===== src/rtl/note_energy_accum.sv =====
// Per-note energy accumulator: sums FFT bin magnitudes per note over a frame,
// then scans all notes for the strongest averaged energy and reports it.
module note_energy_accum #(
  parameter int MAG_W  = 16,
  parameter int ACC_W  = 18,
  parameter int THRESH = 512
) (
  input  logic             i_clk,
  input  logic             i_rst,
  input  logic             i_valid,
  input  logic             i_last,
  input  logic [MAG_W-1:0] i_mag,
  input  logic [4:0]       i_note_idx,
  input  logic [1:0]       i_note_avg,
  output logic             o_busy,
  output logic             o_valid,
  output logic [4:0]       o_note,
  output logic [MAG_W-1:0] o_note_mag
);

  localparam int unsigned NOTES   = 25;
  localparam logic [4:0]  LAST_K  = 5'd24;
  localparam logic [4:0]  NO_NOTE = 5'd25;
  localparam int          PROD_W  = ACC_W + 8;
  localparam int          CW      = (ACC_W > MAG_W) ? ACC_W : MAG_W;
  localparam logic [MAG_W-1:0] THR     = MAG_W'(THRESH);
  localparam logic [CW-1:0]    MAG_MAX = CW'({MAG_W{1'b1}});

  typedef enum logic [1:0] {IDLE, ACCUM, SCAN, OUT} state_t;

  state_t           state;
  logic [ACC_W-1:0] acc [NOTES];
  logic [1:0]       avg [NOTES];
  logic [4:0]       scan_idx;
  logic [4:0]       best_idx;
  logic [MAG_W-1:0] best_mag;

  // Sample path: saturating add into the addressed note.
  logic             hit;
  logic [4:0]       idx_c;
  logic [ACC_W:0]   sum;
  logic [ACC_W-1:0] sat_sum;

  always_comb begin
    hit     = (i_note_idx <= LAST_K);
    idx_c   = hit ? i_note_idx : '0;
    sum     = {1'b0, acc[idx_c]} + (ACC_W+1)'(i_mag);
    sat_sum = sum[ACC_W] ? '1 : sum[ACC_W-1:0];
  end

  // Scan path: average of the note under scan, clamped to the output width.
  // Divide-by-3 uses the reciprocal 171/512 in a widened product.
  logic [ACC_W-1:0]  acc_k;
  logic [PROD_W-1:0] prod;
  logic [ACC_W-1:0]  raw;
  logic [CW-1:0]     raw_w;
  logic [MAG_W-1:0]  avg_val;

  always_comb begin
    acc_k = acc[scan_idx];
    prod  = PROD_W'(acc_k) * PROD_W'(171);
    case (avg[scan_idx])
      2'd1:    raw = acc_k;
      2'd2:    raw = acc_k >> 1;
      2'd3:    raw = ACC_W'(prod >> 9);
      default: raw = '0;
    endcase
    raw_w   = CW'(raw);
    avg_val = (raw_w > MAG_MAX) ? '1 : MAG_W'(raw_w);
  end

  always_ff @(posedge i_clk) begin
    if (i_rst) begin
      state      <= IDLE;
      for (int unsigned i = 0; i < NOTES; i++) begin
        acc[i] <= '0;
        avg[i] <= '0;
      end
      scan_idx   <= '0;
      best_idx   <= '0;
      best_mag   <= '0;
      o_busy     <= 1'b0;
      o_valid    <= 1'b0;
      o_note     <= NO_NOTE;
      o_note_mag <= '0;
    end else begin
      o_valid <= 1'b0;
      case (state)
        IDLE, ACCUM: begin
          if (i_valid) begin
            if (hit) begin
              acc[idx_c] <= sat_sum;
              avg[idx_c] <= i_note_avg;
            end
            if (i_last) begin
              state    <= SCAN;
              o_busy   <= 1'b1;
              scan_idx <= '0;
              best_idx <= '0;
              best_mag <= '0;
            end else begin
              state <= ACCUM;
            end
          end
        end
        SCAN: begin
          // Strict compare keeps the lowest index on ties.
          if (avg_val > best_mag) begin
            best_mag <= avg_val;
            best_idx <= scan_idx;
          end
          if (scan_idx == LAST_K) state <= OUT;
          else                    scan_idx <= scan_idx + 5'd1;
        end
        OUT: begin
          o_note     <= (best_mag >= THR) ? best_idx : NO_NOTE;
          o_note_mag <= best_mag;
          o_valid    <= 1'b1;
          o_busy     <= 1'b0;
          for (int unsigned i = 0; i < NOTES; i++) begin
            acc[i] <= '0;
            avg[i] <= '0;
          end
          state <= IDLE;
        end
        default: state <= IDLE;
      endcase
    end
  end

endmodule


===== config.mk =====
export PLATFORM = sky130hd
export DESIGN_NAME = note_energy_accum
export DESIGN_NICKNAME = d
export VERILOG_FILES = /design/src/rtl/note_energy_accum.sv
export SDC_FILE = /design/constraint.sdc
export NUM_CORES = 1
export LEC_CHECK = 0
export BUFFER_PORTS_ARGS = -buffer_cell sky130_fd_sc_hd__buf_2
export CORE_UTILIZATION = 50
export CTS_CLUSTER_DIAMETER = 50
export DETAILED_ROUTE_END_ITERATION = 8
export PLACE_DENSITY = 0.72
export SYNTH_ARGS = -nofsm -noshare
export SYNTH_HDL_FRONTEND = slang
export SYNTH_SLANG_ARGS = --single-unit

===== constraint.sdc =====
create_clock -name i_clk -period 9.95 [get_ports i_clk]
set_clock_uncertainty 0.1 [all_clocks]
set_input_delay 1.99 -clock i_clk [delete_from_list [all_inputs] [get_ports i_clk]]
set_output_delay 1.99 -clock i_clk [all_outputs]
set_load 0.02 [all_outputs]

## Word level (Yosys, flattened, before mapping)

Memory sizes are Yosys's and may differ from the RTL's. A register that Yosys moved wholly into a read port is not among the register bits.
Cells that the tools add are included.
W data, S select, Z words.

- Memories: 2
- Memory bits (writable): 500
- Flip-flop bits (word level): 51
- Logic and storage cells: 181
- Output and inout port bits: 23

Memory list:

| name | words | bits a word | read ports | clocked after memory_dff | write ports | RTL line | RTL |
|---|---|---|---|---|---|---|---|
| acc | 25 | 18 | 2 | 1 | 25 | 32 | `logic [ACC_W-1:0] acc [NOTES];` |
| avg | 25 | 2 | 1 | 1 | 25 | 33 | `logic [1:0] avg [NOTES];` |

- Reductions and logical operators: 10
- Bitwise logic cells: 50
- Multiply operators: 1
- Multiplexer cells: 92
- Order comparisons: 4
- Add/sub/neg operators: 2
- Eq/ne operators: 12

Operators by type and width:

| kind | count |
|---|---|
| $mux W18 | 27 |
| $mux W16 | 4 |
| $mux W5 | 12 |
| $mux W2 | 29 |
| $pmux W18 S3 | 1 |
| $or A1 B1 Y1 | 50 |
| $pmux W16 S2 | 1 |
| $mul A18 B8 Y26 const B | 1 |
| $pmux W5 S2 | 2 |
| $add A18 B16 Y19 | 1 |
| $gt A18 B16 Y1 const B | 1 |
| $reduce_or A18 Y1 | 1 |
| $ge A16 B10 Y1 const B | 1 |
| $gt A16 B16 Y1 | 1 |
| $mux W1 | 14 |
| $ne A2 B2 Y1 const B | 5 |
| $eq A2 B2 Y1 const B | 4 |
| $reduce_and A4 Y1 | 2 |
| $pmux W2 S3 | 1 |
| $add A5 B1 Y5 const B | 1 |
| $eq A5 B5 Y1 const B | 1 |
| $le A5 B5 Y1 const B | 1 |
| $eq A2 B1 Y1 const B | 2 |
| $reduce_bool A2 Y1 | 2 |
| other kinds (5) | 6 |

## Logic depth before layout (Yosys ltp)

Gate-level depths: netlist of run 1.

- Depth in word-level cells: 8
- Depth in mapped cells: 41

## Least setup slack after synthesis of run 1

OpenSTA, ideal clock, no wires.

- Path type: register to register
- Start point: register (tool-made name)
- End point: register best_mag[5]
- Period minus slack after synthesis: 8.847 ns
- Buffers on the path: 7
- Cell stages (with the launch flop): 42
- Data required time: 9.719 ns
- Arrival: 8.616 ns
- Path slack: 1.103 ns
- Cells stage by stage: dfxtp_1 -> buf_2 -> buf_2 -> buf_2 -> clkbuf_1 -> clkbuf_1 -> mux4_2 -> mux4_2 -> mux2i_1 -> inv_1 -> ha_1 -> xor2_1 -> ha_1 -> a21o_1 -> fa_1 -> inv_1 -> fa_1 -> inv_1 -> [6 not listed] -> nand3b_4 -> nor4b_2 -> nor3_4 -> buf_6 -> a211oi_2 -> nor2_1 -> ha_1 -> a21oi_1 -> o221ai_1 -> a21o_1 -> a21o_1 -> a21o_1 -> a21oi_1 -> o21ai_0 -> nor2b_1 -> nand2b_1 -> clkbuf_1 -> o21ai_0

RTL lines:

| item | RTL line | RTL |
|---|---|---|
| end signal, assigned | 109 | `best_mag <= avg_val;` |
| end, declared | 36 | `logic [MAG_W-1:0] best_mag;` |

==> results.yml, run 1 <==
pwr:
  p_int_mw: 5.91
  p_leak_nw: 16.2
  seqPwrFrac: 0.418
  p_clk_frac: 0.337
  power_frac_comb: 0.245
  ir_drop_mv: 0.121
  power.density_nw_per_um2: 206
  switching_share: 0.315
  p_sw_mw: 2.71
placement:
  dp_hpwl_um: 73800
  io_buffers: 49
  gp_congestion: 0.950
  place_inst: 4026
cells_and_area:
  fin_nets: 3312
  synthToLayoutAreaGrowth_pct: 11.9
  layoutNonFillerInstCount: 4164
  antenna_cells: 0
  drive_gt1_frac: 0.175
timing:
  post-route-min-period_ns: 9.36
  setup-tns-final_ns: 0
  worst_hold_slack_ns: 0.358
  finalSetupViolCount: 0
  fmaxAchievable_ghz: 0.107
  slew_violations: 0
  worst_slew_pin_slew_ns: 1.41
  fin_crit_sh: 0.941
  relSlewSlack: 0.0581
  rsz0062_at_grt: "no"
  finalHoldViolCount: 0
global_route:
  antenna_found_initial: 1
  gr-total-overflow: 0
  grt_pass1_wl_um: 176000
  met3_usage: 0.0788
  grt_util_met2: 0.502
  grt_start_max_net_pins: 54
  grt_usage: 0.318
  grt_pass1_vias: 27500
  grt_use_met1: 0.402
  grt.busiest_layer: "met2"
logic_synthesis:
  ys_ff_latch: 696
  synth_top_family_by_area: "multiplexers"
  yosys.area_share.adder: 0.0579
  synth_common_cells: "edfxtp_1 (640), nor2_1 (600), mux4_2 (200)"
  synth_mux_area_frac: 0.157
  syn_inst: 3013
  synth_edf_count: 640
  synth_top_area_frac: 0.512
  syn-mean-instance-area_um2: 12.4
  ys_seq_area_frac: 0.542
  synth_area_leaders: "edfxtp_1 (51%), mux4_2 (12%), nor2_1 (6.0%)"
  ys_types: 79
  synth_area_um2: 37500
  yosysMostFrequentCell: "edfxtp_1"
  synthSimpleGateAreaFrac: 0.100
  synth_compound_area_frac: 0.0905
  yosys_most_used_dff: "edfxtp_1"
  yosys.area.top_type: "edfxtp_1"
  synth_xor_area_frac: 0.00724
  async_flop_share: 0
  ys_warn_count: 0
run:
  max-cap-violations: 0
route:
  drc: 0
  ant_nets: 0
  wl_per_cell_um: 28.9
  num_vias: 27600
  wl_um: 120000
  first_pass_iters: 7
  drt_iter0_markers: 3996
  avgViaCountPerCell: 6.62
clock_tree:
  cts_made_buffers: 77
  h-tree-depth: 3
  cts_tree: "done"
  cts_root_buf: "clkbuf_16"
  cts_hold_buf: 0
  clkSinkCount: 696
  clkTransAtPathRegs_ns: 0.06
  cts_setup_buffers: 0
  clk_path_buf_depth: 3
  ctsResizeCount: 0
  clock_latency_ns: 0.64
floorplanning:
  die_area_um2: 76100
  start_util: 0.505
  rows: 100
  pin_count: 50
  die_y_um: 276
  fp.coreArea_um2: 74300
  die-width_um: 276
setup_path:
  critPathKind: "flop to flop"
  startpoint_type: "flop"
  crit_top_cell: "a21o_1"
  cp.required_ns: 10.40
  critPathSlowestCell: "mux4_2"
  max_stage_delay_ns: 0.57
  worstSetupEndpointType: "flop"
  worstPathArrival_ns: 9.81
  critPathTopFamily: "adder cells"
  cp_max_fo: 53
  critPathBufInv: 5
min_path:
  hold_class: "flop to flop"
outcome:
  outcome: "complete, no violations"
[logic make-up (layout without fill, tap and decap cells)]
kind of cell	Yosys count	after routing
AO/OA/AOI/OAI	501	501
XOR/XNOR	31	31
adder cells (fa/ha/maj)	149	149
buffers and inverters	405	448
flip-flops	696	696
multiplexers	333	333
other	1	140
AND/OR/NAND/NOR	897	897
[cell usage in the layout (no fill, tap or decap), drive strengths merged, types with 14 or more instances in the layout]
cell type,instances
edfxtp,640
nor2,612
mux4,200
nand2,168
inv,164
buf,152
conb,140
mux2i,123
ha,108
a21oi,108
o21ai,91
clkbuf,91
o221ai,61
dfxtp,56
a211oi,53
o22ai,42
fa,41
o211ai,33
a21o,26
clkinv,25
xnor2,19
nand3,19
a22o,17
nand4b,14
[through the flow]
stage | setup slack [ns] | utilization | power, mW | instance area, um^2
2_1_floorplan | 1.10 | - | 5.09 | 38000
3_3_place_gp | 0.897 | 0.530 | 5.67 | 39400
3_5_place_dp | 0.697 | 0.530 | 5.72 | 39400
4_1_cts | 0.659 | 0.565 | 8.60 | 42000
5_1_grt | 0.0663 | 0.565 | 8.94 | 42000
6_report | 0.587 | 0.565 | 8.63 | 42000
[worst min-delay path: stages (launching register included)]
cell and delay, ns:
dfxtp_1 0.31, nand2_1 0.05, a21oi_1 0.05
[path summary, 6_finish.rpt]
check,from,end,slack (ns),cells after the start
setup reg to reg,flop,best_mag[3],0.59,34
setup / recovery,flop,best_mag[3],0.59,34
hold reg to reg,scan_idx[2],best_idx[2],0.36,2
hold / removal,scan_idx[2],best_idx[2],0.36,2
[layer usage]
metal	share of wire	wire (um)	vias up
met5	0.000083	10	-
met4	0.061	7330	2
met3	0.14	16500	447
met2	0.46	55100	2242
met1	0.34	41300	13500
li1	-	-	11300
[state kept, by name, summed over array words and instances (netlist names), named ones only]
name / cells
best_idx: 5
o_busy: 1
o_valid: 1
scan_idx: 5
o_note_mag: 16
o_note: 5
state: 2
acc: 576
avg: 64
best_mag: 16
[cell type report]
| type | instances | area [um^2] |
|---|---|---|
| Fill cell | 5956 | 32400 |
| Sequential cell | 696 | 20300 |
| Multi-Input combinational cell | 2051 | 16100 |
| Clock buffer | 91 | 2030 |
| Tap cell | 969 | 1210 |
| Timing Repair Buffer | 152 | 1100 |
| Inverter | 158 | 593 |
| Clock inverter | 47 | 538 |
[power groups by stage]
stage	clock network [mW]	logic [mW]	registers (mW)
2_1_floorplan	0	1.48	3.62
3_3_place_gp	0	2.02	3.65
3_5_place_dp	0	2.06	3.67
4_1_cts	2.92	2.07	3.61
5_1_grt	3.02	2.29	3.63
6_report	2.91	2.11	3.61
Note: power is estimated with default switching activity, not from simulation.
==> inputs of run 2 (changes only) <==
--- a/config.mk
+++ b/config.mk
@@ -9,6 +9,7 @@
 export CORE_UTILIZATION = 50
 export CTS_CLUSTER_DIAMETER = 50
 export DETAILED_ROUTE_END_ITERATION = 8
+export GPL_TIMING_DRIVEN = 0
 export PLACE_DENSITY = 0.72
 export SYNTH_ARGS = -nofsm -noshare
 export SYNTH_HDL_FRONTEND = slang
==> results.yml, run 2 (same netlist as run 1, synthesis figures left out) <==
cells_and_area:
  layoutNonFillerInstCount: 4322
  most-common-layout-cells: "edfxtp_1 (640), nor2_1 (599), mux4_2 (200)"
  fin_nets: 3465
  drive_gt1_frac: 0.161
  final_common_cell: "edfxtp_1"
  antenna_cells: 0
  largest_reg_flops: 576
  synthToLayoutAreaGrowth_pct: 13.8
  seqCellArea_um2: 20300
  top_regs: "acc: 576 flops, avg: 64 flops"
  utilization: 0.574
  fillCellCount: 6027
  largest-register: "acc"
  multi_input_area_um2: 16100
  finalInstanceArea_um2: 42700
global_route:
  gr-total-overflow: 0
  grt_pass1_wl_um: 186000
  grt_usage: 0.349
  antenna_found_initial: 1
  grt_pass1_vias: 27600
  grt_start_max_net_pins: 21
clock_tree:
  clock_latency_ns: 0.69
  clk_path_buf_depth: 3
  cts_tree: "done"
  clkSinkCount: 696
  cts_made_buffers: 82
  h-tree-depth: 3
  cts_root_buf: "clkbuf_16"
  clkTransAtPathRegs_ns: 0.06
pwr:
  p_leak_nw: 16.5
  seqPwrFrac: 0.403
  ir_drop_mv: 0.141
  p_int_mw: 5.99
  switching_share: 0.332
  power.density_nw_per_um2: 210
  fin_total_pwr_mw: 8.96
  p_sw_mw: 2.97
  power_frac_comb: 0.258
  p_clk_frac: 0.340
route:
  first_pass_iters: 9
  wl_per_cell_um: 30.6
  num_vias: 28600
  avgViaCountPerCell: 6.62
  drc: 0
  ant_nets: 0
  drt_iter0_markers: 4575
  wl_um: 132000
setup_path:
  cp_max_fo: 10
  critPathSlowestCell: "clkdlybuf4s15_1"
  cp.required_ns: 10.24
  critPathLaunch: "i_note_idx[1]"
  worstPathArrival_ns: 10.14
  max_stage_delay_ns: 0.82
  worstSetupEndpointType: "flop"
  critPathKind: "input port to flop"
  crit_chain: "buf_2 -> buf_2 -> nand3b_1 -> clkbuf_1 -> clkdlybuf4s15_1 -> clkbuf_1 -> o221ai_1 -> o21ai_0 -> a211oi_1 -> a21oi_1 -> ha_1 -> a21o_1 -> a21oi_1 -> o21a_1 -> o21ai_0 -> a21oi_1 -> o21ai_0 -> a31oi_4 -> nor3_2 -> nor2_1 -> buf_2 -> inv_1"
  rr_worst_depth: 39
  startpoint_type: "input port"
placement:
  io_buffers: 46
  place_area_um2: 39500
  dp_hpwl_um: 92400
  gp_congestion: 1.07
  place_inst: 4168
  dp_slack_ns: -2.29
floorplanning:
  die-width_um: 276
  die_y_um: 276
  rows: 100
  fp.coreArea_um2: 74300
  pin_count: 50
  start_util: 0.505
  die_area_um2: 76100
min_path:
  worstHoldStart: "o_note[2]"
  hold_class: "flop to flop"
  worst_hold_path.num_cells: 2
timing:
  setup-tns-final_ns: 0
  finalWorstSetupSlack_ns: 0.0960
  finalHoldViolCount: 0
  finalSetupViolCount: 0
  fmaxAchievable_ghz: 0.101
  worst_hold_slack_ns: 0.346
  relSlewSlack: 0.0196
  post-route-min-period_ns: 9.85
  fin_crit_sh: 0.990
  worst_slew_pin_slew_ns: 1.47
  slew_violations: 0
run:
  max-cap-violations: 0
outcome:
  outcome: "complete, no violations"
==> run 2: cell types whose count changed in the layout (fill, tap and decap cells not counted), sizes merged <==
cell and change:
bufinv -1, clkinvlp +1, clkbuf +156, clkinv -3
inv +1, clkdlybuf4s15 +4
==> run 2: final timing paths <==
path                            slack, ns     endpoint
worst max-delay path                  0.1   acc[28][4]
worst min-delay path                 0.35    o_note[2]
worst max register to register       0.30  best_mag[5]
worst min register to register       0.35    o_note[2]
==> run 2: cell type report <==
cell class / count / share of cell area
inverters: 158 / 0.0140
clock inverters: 45 / 0.0122
plain buffers: 244 / 0.0314
repair buffers: 56 / 0.00838
well taps: 969 / 0.0284
multi-input cells: 2051 / 0.378
clock buffers: 103 / 0.0511
flip-flops and latches: 696 / 0.476
==> run 2: power groups by stage <==
stage / sequential, mW / clock, mW / combinational, mW
floorplan: 3.62 / 0 / 1.48
global placement: 3.65 / 0 / 2.16
detailed placement: 3.67 / 0 / 2.18
CTS: 3.61 / 3.02 / 2.21
global route: 3.63 / 3.12 / 2.45
finish: 3.61 / 3.05 / 2.31
==> run 2: critical path, delay by kind of cell <==
kind | cells | cell delay [ns]
buffers and inverters | 7 | 3.02
and+or+nand+nor | 3 | 1.26
adders and majority gates | 1 | 0.32
AOI/OAI and AO/OA | 11 | 3.50
==> run 2: per-layer routing <==
layer  wire (um)  track usage  vias up
li1            -            -    11600
met1       43200        0.415    13900
met2       57100        0.520     2469
met3       21800        0.148      585
met4       10200        0.225        2
met5          12            0        -
==> run 2: timing repair <==
| item | CTS | global route |
|---|---|---|
| pin swaps | 0 | 1 |
| resized for setup | 76 | 54 |
| buffers inserted | 2 | 6 |
| setup endpoints to repair | 336 | 418 |
| hold buffers | 0 | 0 |
